<file path="config.mk">
export PLATFORM = sky130hd
export DESIGN_NAME = pll_clk_seq
export DESIGN_NICKNAME = d
export VERILOG_FILES = /design/src/rtl/pll_clk_seq.sv
export SDC_FILE = /design/constraint.sdc
export NUM_CORES = 1
export LEC_CHECK = 0
export BUFFER_PORTS_ARGS = -buffer_cell sky130_fd_sc_hd__buf_2
export CORE_ASPECT_RATIO = 1.75
export CORE_MARGIN = 4
export CORE_UTILIZATION = 25
export CTS_BUF_LIST = sky130_fd_sc_hd__clkbuf_8
export DETAILED_ROUTE_END_ITERATION = 16
export GPL_ROUTABILITY_DRIVEN = 0
export PLACE_DENSITY = 0.43
export SYNTH_ARGS = -nofsm -noshare
export SYNTH_HDL_FRONTEND = slang
export SYNTH_SLANG_ARGS = --single-unit
export TNS_END_PERCENT = 10
</file>
<file path="constraint.sdc">
create_clock -name CLK -period 8 [get_ports CLK]
set_input_delay 0.8 -clock CLK [delete_from_list [all_inputs] [get_ports CLK]]
set_output_delay 0.8 -clock CLK [all_outputs]
set_load 0.01 [all_outputs]
</file>
<file path="src/rtl/pll_clk_seq.sv">
// pll_clk_seq: PLL lock qualifier, staggered channel reset release and
// per-channel programmable clock-enable strobes, all in the CLK domain.
//
// Ports:
//   CLK, RST_N    fast clock, synchronous active-low reset
//   locked        asynchronous PLL LOCK input
//   div_cfg       channel i divide ratio at [i*DIV_W +: DIV_W]
//   lost_clr      clears the sticky lock_lost flag
//   ch_rst_n      per-channel active-low reset (released ch0 first)
//   ch_ce         per-channel one-cycle clock-enable strobe (registered)
//   ready         all channels released
//   lock_lost     sticky: lock dropped after leaving WAIT_LOCK
//   lock_loss_cnt saturating count of loss events (PLL_LOSS_CNT_EN only)
//
// Build option: define PLL_LOSS_CNT_EN to add the lock_loss_cnt output.

module pll_clk_seq #(
    parameter int NCH         = 4,
    parameter int DIV_W       = 8,
    parameter int STABLE_CYC  = 1024,
    parameter int STAGGER_CYC = 16
) (
    input  logic                 CLK,
    input  logic                 RST_N,
    input  logic                 locked,
    input  logic [NCH*DIV_W-1:0] div_cfg,
    input  logic                 lost_clr,
    output logic [NCH-1:0]       ch_rst_n,
    output logic [NCH-1:0]       ch_ce,
    output logic                 ready,
    output logic                 lock_lost
`ifdef PLL_LOSS_CNT_EN
    ,
    output logic [15:0]          lock_loss_cnt
`endif
);

    localparam int SW = (STABLE_CYC > 2) ? $clog2(STABLE_CYC) : 1;
    localparam int GW = (STAGGER_CYC > 1) ? $clog2(STAGGER_CYC) : 1;
    localparam int IW = (NCH > 1) ? $clog2(NCH) : 1;

    localparam logic [SW-1:0] STAB_LAST = SW'(STABLE_CYC - 1);
    localparam logic [GW-1:0] STG_LAST  = GW'(STAGGER_CYC - 1);
    localparam logic [IW-1:0] IDX_LAST  = IW'(NCH - 1);

    typedef enum logic [1:0] {
        WAIT_LOCK = 2'd0,
        STABLE    = 2'd1,
        RELEASE   = 2'd2,
        RUN       = 2'd3
    } state_t;

    state_t state, state_nxt;

    logic          sync_q, lk;
    logic [SW-1:0] stab_cnt, stab_nxt;
    logic [GW-1:0] stg_cnt, stg_nxt;
    logic [IW-1:0] idx, idx_nxt;
    logic          lose;

    logic [NCH-1:0][DIV_W-1:0] div_cnt;
    logic [NCH-1:0][DIV_W-1:0] div_q;
    logic [NCH-1:0][DIV_W-1:0] d_eff;

    // Two-flop synchroniser for the asynchronous LOCK.
    always_ff @(posedge CLK) begin
        if (!RST_N) begin
            sync_q <= 1'b0;
            lk     <= 1'b0;
        end else begin
            sync_q <= locked;
            lk     <= sync_q;
        end
    end

    // State register, including the sequencing counters.
    always_ff @(posedge CLK) begin
        if (!RST_N) begin
            state    <= WAIT_LOCK;
            stab_cnt <= '0;
            stg_cnt  <= '0;
            idx      <= '0;
        end else begin
            state    <= state_nxt;
            stab_cnt <= stab_nxt;
            stg_cnt  <= stg_nxt;
            idx      <= idx_nxt;
        end
    end

    // Next-state logic. Any lock drop outside WAIT_LOCK is a loss event.
    always_comb begin
        state_nxt = state;
        stab_nxt  = stab_cnt;
        stg_nxt   = stg_cnt;
        idx_nxt   = idx;
        lose      = 1'b0;
        unique case (state)
            WAIT_LOCK: begin
                stab_nxt = '0;
                stg_nxt  = '0;
                idx_nxt  = '0;
                if (lk) begin
                    state_nxt = STABLE;
                end
            end
            STABLE: begin
                if (!lk) begin
                    lose = 1'b1;
                end else if (stab_cnt == STAB_LAST) begin
                    state_nxt = RELEASE;
                    idx_nxt   = '0;
                    stg_nxt   = '0;
                end else begin
                    stab_nxt = stab_cnt + SW'(1);
                end
            end
            RELEASE: begin
                if (!lk) begin
                    lose = 1'b1;
                end else if (idx == IDX_LAST) begin
                    // Last channel was released last cycle.
                    state_nxt = RUN;
                end else if (stg_cnt == STG_LAST) begin
                    idx_nxt = idx + IW'(1);
                    stg_nxt = '0;
                end else begin
                    stg_nxt = stg_cnt + GW'(1);
                end
            end
            RUN: begin
                if (!lk) begin
                    lose = 1'b1;
                end
            end
            default: begin
                state_nxt = WAIT_LOCK;
            end
        endcase
        if (lose) begin
            state_nxt = WAIT_LOCK;
            stab_nxt  = '0;
            stg_nxt   = '0;
            idx_nxt   = '0;
        end
    end

    // Outputs decoded from registered state only: release is cumulative,
    // channels 0..idx are out of reset while in RELEASE.
    always_comb begin
        ch_rst_n = '0;
        ready    = (state == RUN);
        for (int i = 0; i < NCH; i++) begin
            ch_rst_n[i] = (state == RUN) ||
                          ((state == RELEASE) && (IW'(i) <= idx));
        end
    end

    // Sticky loss flag; a loss in the same cycle beats lost_clr.
    always_ff @(posedge CLK) begin
        if (!RST_N) begin
            lock_lost <= 1'b0;
        end else if (lose) begin
            lock_lost <= 1'b1;
        end else if (lost_clr) begin
            lock_lost <= 1'b0;
        end
    end

`ifdef PLL_LOSS_CNT_EN
    always_ff @(posedge CLK) begin
        if (!RST_N) begin
            lock_loss_cnt <= '0;
        end else if (lose && (lock_loss_cnt != 16'hFFFF)) begin
            lock_loss_cnt <= lock_loss_cnt + 16'd1;
        end
    end
`endif

    // The divide field is only picked up at a period start (counter at 0);
    // mid-period the stored copy keeps the running period intact.
    always_comb begin
        d_eff = '0;
        for (int i = 0; i < NCH; i++) begin
            d_eff[i] = (div_cnt[i] == '0) ? div_cfg[i*DIV_W +: DIV_W]
                                          : div_q[i];
        end
    end

    // Divider counters. They are cleared both while the channel is held
    // in reset and on the loss edge itself, so ch_ce drops together with
    // ch_rst_n.
    always_ff @(posedge CLK) begin
        if (!RST_N) begin
            div_cnt <= '0;
            div_q   <= '0;
            ch_ce   <= '0;
        end else begin
            for (int i = 0; i < NCH; i++) begin
                if (!ch_rst_n[i] || lose) begin
                    div_cnt[i] <= '0;
                    div_q[i]   <= '0;
                    ch_ce[i]   <= 1'b0;
                end else begin
                    if (div_cnt[i] == '0) begin
                        div_q[i] <= d_eff[i];
                    end
                    if (d_eff[i] <= DIV_W'(1)) begin
                        div_cnt[i] <= '0;
                        ch_ce[i]   <= 1'b1;
                    end else if (div_cnt[i] == d_eff[i] - DIV_W'(1)) begin
                        div_cnt[i] <= '0;
                        ch_ce[i]   <= 1'b1;
                    end else begin
                        div_cnt[i] <= div_cnt[i] + DIV_W'(1);
                        ch_ce[i]   <= 1'b0;
                    end
                end
            end
        end
    end

endmodule

</file>
---- Word-level counts from Yosys, hierarchy flattened ----
Index checks and enable logic that the tools add are counted.
word-level totals
  flip-flop bits (word level) ............. 89
  latch bits .............................. 0
  memory bits (writable) .................. 0
  ROM bits ................................ 0
  input port bits ......................... 36
  output and inout bits ................... 10
  word-level logic and storage cells ...... 132
  memories ................................ 0
operators by class
  add/subtract/negate cells ............... 11
  multipliers ............................. 0
  div/mod/pow operators ................... 0
  order comparisons ....................... 8
  equal/unequal tests ..................... 18
  shift operators ......................... 0
  mux-type cells .......................... 37
  bitwise gates (word level) .............. 1
  reduce and logical (&&, ||, !) cells .... 38
operator list
  operator                                                                          count
  8-bit by 1-bit adder with 8-bit output, second input constant                     4
  8-bit == test                                                                     4
  8-bit by 1-bit less-or-equal comparator with 1-bit output, second input constant  4
  8-bit zero test                                                                   4
  8-bit 2-to-1 mux                                                                  4
  8-bit by 1-bit subtractor with 8-bit output, second input constant                4
  10-bit 2-to-1 mux                                                                 2
  2-bit 2-to-1 mux                                                                  10
  4-bit 2-to-1 mux                                                                  5
  10-bit case mux with 2 select lines                                               1
  2-bit != test, second input constant                                              8
  4-bit OR reduction                                                                4
  1-bit 2-to-1 mux                                                                  12
  2-bit case mux with 3 select lines                                                2
  4-bit case mux with 3 select lines                                                1
  6-bit AND reduction                                                               2
  10-bit by 1-bit adder with 10-bit output, second input constant                   1
  10-bit == test, second input constant                                             1
  2-bit OR reduction                                                                5
  1-bit logical OR                                                                  8
  2-bit == test, second input constant                                              3
  5-bit AND reduction                                                               1
  4-bit by 1-bit adder with 4-bit output, second input constant                     1
  4-bit == test, second input constant                                              1
  other kinds (12)                                                                  21

---- Depth between registers and ports, before layout ----
  depth after elaboration ................. 6
  depth in mapped cells ................... 15
  gate-level depth less buffers ........... 12

---- Worst setup path after synthesis ----
No wires, ideal clock.
  path kind ............................... flip-flop to flip-flop
  start point ............................. register div_cnt[8] in the netlist's numbering
  end point ............................... register div_cnt[13] in the netlist's numbering
  setup time .............................. 138 ps
  arrival time ............................ 3198 ps
  setup slack ............................. 4663 ps
  cell stages (with the launch flop) ...... 13
  buffers on the path ..................... 1
  cells stage by stage .................... dfxtp_1 > inv_1 > ha_1 > or4b_4 > nor2_2 > buf_2 > mux2i_1 > ha_1 > o211ai_2 > xor2_1 > or4_4 > a221oi_4 > nor4b_1
between the ends
  word-level cells in the longest chain between the ends .. 5
ends and longest elaborated chain
  item                                         line  text
  start: declaration                           61    logic [NCH-1:0][DIV_W-1:0] div_cnt;
  start signal: indexed assignment             215   div_cnt[i] <= div_cnt[i] + DIV_W'(1);
  8-bit zero test                              185   d_eff[i] = (div_cnt[i] == '0) ? div_cfg[i*DIV_W +: DIV_W]
  8-bit 2-to-1 mux                             185
  8-bit by 1-bit subtractor with 8-bit output  211   end else if (div_cnt[i] == d_eff[i] - DIV_W'(1)) begin
  8-bit == test                                211
  4-bit OR reduction (no source line)          --
Parallel ways exist; a longest one is shown, timed or not.
A chain may end at the register's enable or synchronous reset.

---- Final worst setup path ----
  start point ............................. register div_cnt[24] in the netlist's numbering
  end point ............................... register div_cnt[26] in the netlist's numbering
The elaborated chain is that of the path after synthesis.

==> flow_summary.yaml <==
outcome:
  outcome: "finished, final reports clean"
final_layout:
  layout_commonest_cell: "dfxtp_1"
  nets: 796
  nFillCells: 2461
  antenna_cells: 0
  multi_input_area_um2: 3630
  syn_to_final_growth_pct: 12.1
  layout_common_cells: "89 x dfxtp_1, 79 x nand2_1, 49 x nor2_1, 45 x nor4_1, 45 x buf_2"
  regArea_um2: 1780
  drive_gt1_share_pct: 10.4
logic_synthesis:
  yosysTopAreaCell: "dfxtp_1"
  yosys-mux-area-fraction_pct: 3.51
  synth.top_cell.area_share_pct: 31.3
  ys_ff_latch: 89
  ys.warnings.count: 0
  synth_cell_types: 71
  synth_edf_count: 0
  synthXorXnorAreaFrac_pct: 10.1
  ys.flop_type: "dfxtp_1"
  syn_area_um2: 5700
  yosys.area_share.simple_pct: 30.1
  synth_adder_area_share_pct: 5.93
  yosys-top-cells-area: "dfxtp_1 31%, ha_1 5.9%, xnor2_1 5.5%, nand2_1 5.2%, nor4_1 4.9%"
  synth_top_family_by_area: "simple AND/OR/NAND/NOR gates"
  syn_inst: 710
  synth_compound_area_share_pct: 13.9
  synth_nets: 773
  synth_seq_area_share_pct: 31.3
  synth-async-reset-ratio_pct: 0
  avgSynthCellArea_um2: 8.02
worst_setup_path:
  regToRegStartpoint: "div_cnt[24]$_SDFF_PP0_"
  reg2reg_to: "div_cnt[26]$_SDFF_PP0_"
  cp-start-kind: "flop"
  crit_required_ns: 8.24
  worstPathArrival_ns: 4.22
  critPathCapture: "div_cnt[26]$_SDFF_PP0_"
  cp_max_fo: 12
  cp-startpoint: "div_cnt[24]$_SDFF_PP0_"
  critPathKind: "reg2reg"
  reg2reg_slack_ns: 4.02
  cp-end-kind: "flop"
  reg2regPathDepth: 11
sta:
  min_period_ns: 3.98
  hold_slack_ns: 0.483
  final.period_utilization_pct: 49.8
  hold_viol: 0
  drv_slew: 0
  grt_setup_unrepaired: "no"
  clock_skew_ns: 0.00927
  max_slew.worst_pin.slew_ns: 0.904
  max_freq_mhz: 251
  final-setup-viol-count: 0
  slew_headroom_pct: 39.5
  fin_tns_setup_ns: 0
floorplanning:
  placementRows: 72
  die_w_um: 122
  die_area_um2: 25400
  core_um2: 22300
  initial_utilization_pct: 25.6
  io_pins: 46
  die_y_um: 208
clock_network:
  cts_setup_buffers: 0
  cts_root_buffer: "clkbuf_8"
  cts_buffers: 9
  ctsHtreeMaxLevel: 3
  cts.sinks: 89
  cts_max_path_buffers: 2
  clk_pin_slew_ns: 0.10
  ctsResizeCount: 0
  hold_buffers: 0
  tritoncts: "yes"
  insertion_delay_ns: 0.38
pwr:
  leakage_nw: 2.53
  p_per_area_nw_per_um2: 166
  peakVddDrop_uv: 71.9
global_routing:
  gr-usage-all-layers_pct: 12.7
  grt_overflow_total: 0
  grt_antenna_before_repair: 0
  grt_pass1_wl_mm: 25.9
  grt_pass1_vias: 5203
  grt_max_degree: 18
detailed_routing:
  dr_wl_met3_um: 489
  top_layer_used: "met4"
  avgViaCountPerCell: 4.97
  route.met2.wl_mm: 8.50
  drc: 0
  wl_per_cell_um: 15.4
  drt-initial-drc-count: 199
  first_pass_iters: 4
  m1WireLength_mm: 6.32
  dr_total_vias: 5136
  routed_wl_mm: 15.9
  antenna_left: 0
placement:
  dp_hpwl_mm: 12.2
  port_buffers: 45
worst_hold_path:
  hp-class: "reg2reg"
flow_run:
  max_cap_violations: 0
[routing by layer]
metal,vias to the layer above,track usage [%]
li1,2595,-
met1,2426,13.2
met3,31,2.21
met4,0,6.26
met5,-,0
met2,84,23.8
[power breakdown]
group / internal [mW] / switching [mW] / leakage (nW)
Clock: 0.179 / 0.184 / 0.106
Sequential: 0.457 / 0.0138 / 0.717
Combinational: 0.0834 / 0.140 / 1.70
[cell usage after synthesis, types with 3 or more instances]
cell	number
a211oi_1	3
a21boi_0	4
a21o_1	5
a21oi_1	37
a221oi_1	3
a22oi_1	4
a31oi_1	3
and2_1	7
and3_1	9
buf_2	9
clkbuf_1	23
dfxtp_1	89
ha_1	27
inv_1	36
mux2i_1	20
nand2_1	79
nand2b_1	11
nand3_1	25
nand3b_1	4
nand4_1	14
nor2_1	49
nor2b_1	6
nor3_1	26
nor3b_1	6
nor4_1	45
nor4b_1	4
o2111ai_1	3
o21ai_0	18
o21bai_1	3
o22ai_1	4
o311ai_0	4
or2_2	3
or3_1	13
or4_1	7
xnor2_1	36
xor2_1	30
[per-stage QoR]
step	cells	utilization [%]	cell area (µm²)	setup WS, ns	power (mW)
final	1034	28.7	6380	4.02	1.06
after global routing	1034	28.7	6380	3.75	1.13
after CTS	1034	28.7	6380	3.99	1.08
after detailed placement	1018	27.7	6160	4.00	0.708
after global placement	1018	27.7	6160	4.05	0.711
after floorplan	710	-	5700	4.66	0.641
[how the worst min path moves through the flow]
stage	from	endpoint	slack, ns	depth (start not counted)
2_1_floorplan	sync_q$_SDFF_PN0_	lk$_SDFF_PN0_	0.41	1
3_5_place_dp	sync_q$_SDFF_PN0_	lk$_SDFF_PN0_	0.46	1
6_report	stab_cnt[1]$_SDFFE_PP0P_	stab_cnt[1]$_SDFFE_PP0P_	0.48	2
4_1_cts	stab_cnt[1]$_SDFFE_PP0P_	stab_cnt[1]$_SDFFE_PP0P_	0.49	2
5_1_grt	sync_q$_SDFF_PN0_	lk$_SDFF_PN0_	0.51	1
3_3_place_gp	stab_cnt[1]$_SDFFE_PP0P_	stab_cnt[1]$_SDFFE_PP0P_	0.47	2
[state kept, by name, indices dropped and copies added, names as in the netlist]
| name | cells |
|---|---|
| ch_ce | 4 |
| sync_q | 1 |
| div_q | 32 |
| idx | 2 |
| lk | 1 |
| stab_cnt | 10 |
| div_cnt | 32 |
| lock_lost | 1 |
| state | 2 |
| stg_cnt | 4 |
[worst max-delay path, stage by stage (launching register included)]
cell,delay (ns)
dfxtp_1,0.34
inv_1,0.12
ha_1,0.20
or4b_1,0.55
nor2_1,0.74
mux2i_1,0.44
ha_1,0.27
a21boi_0,0.23
xor2_1,0.10
nor4_1,0.34
and3_1,0.42
nor4_1,0.09
[area by class of cell]
type                    instances  area share [%]
multi-input cells             550            56.9
repair buffers                 47            3.76
well taps                     296            5.80
flip-flops and latches         89            27.9
clock buffers                   9            1.94
inverters                      36            2.12
clock inverters                 7            1.59
[cells by family after synthesis]
family,count (synthesis)
simple gates,321
compound gates,116
flops,89
buf+inv,71
xor+xnor,66
fa+ha+maj,27
mux,20
Power figures use the tool's default switching activity.
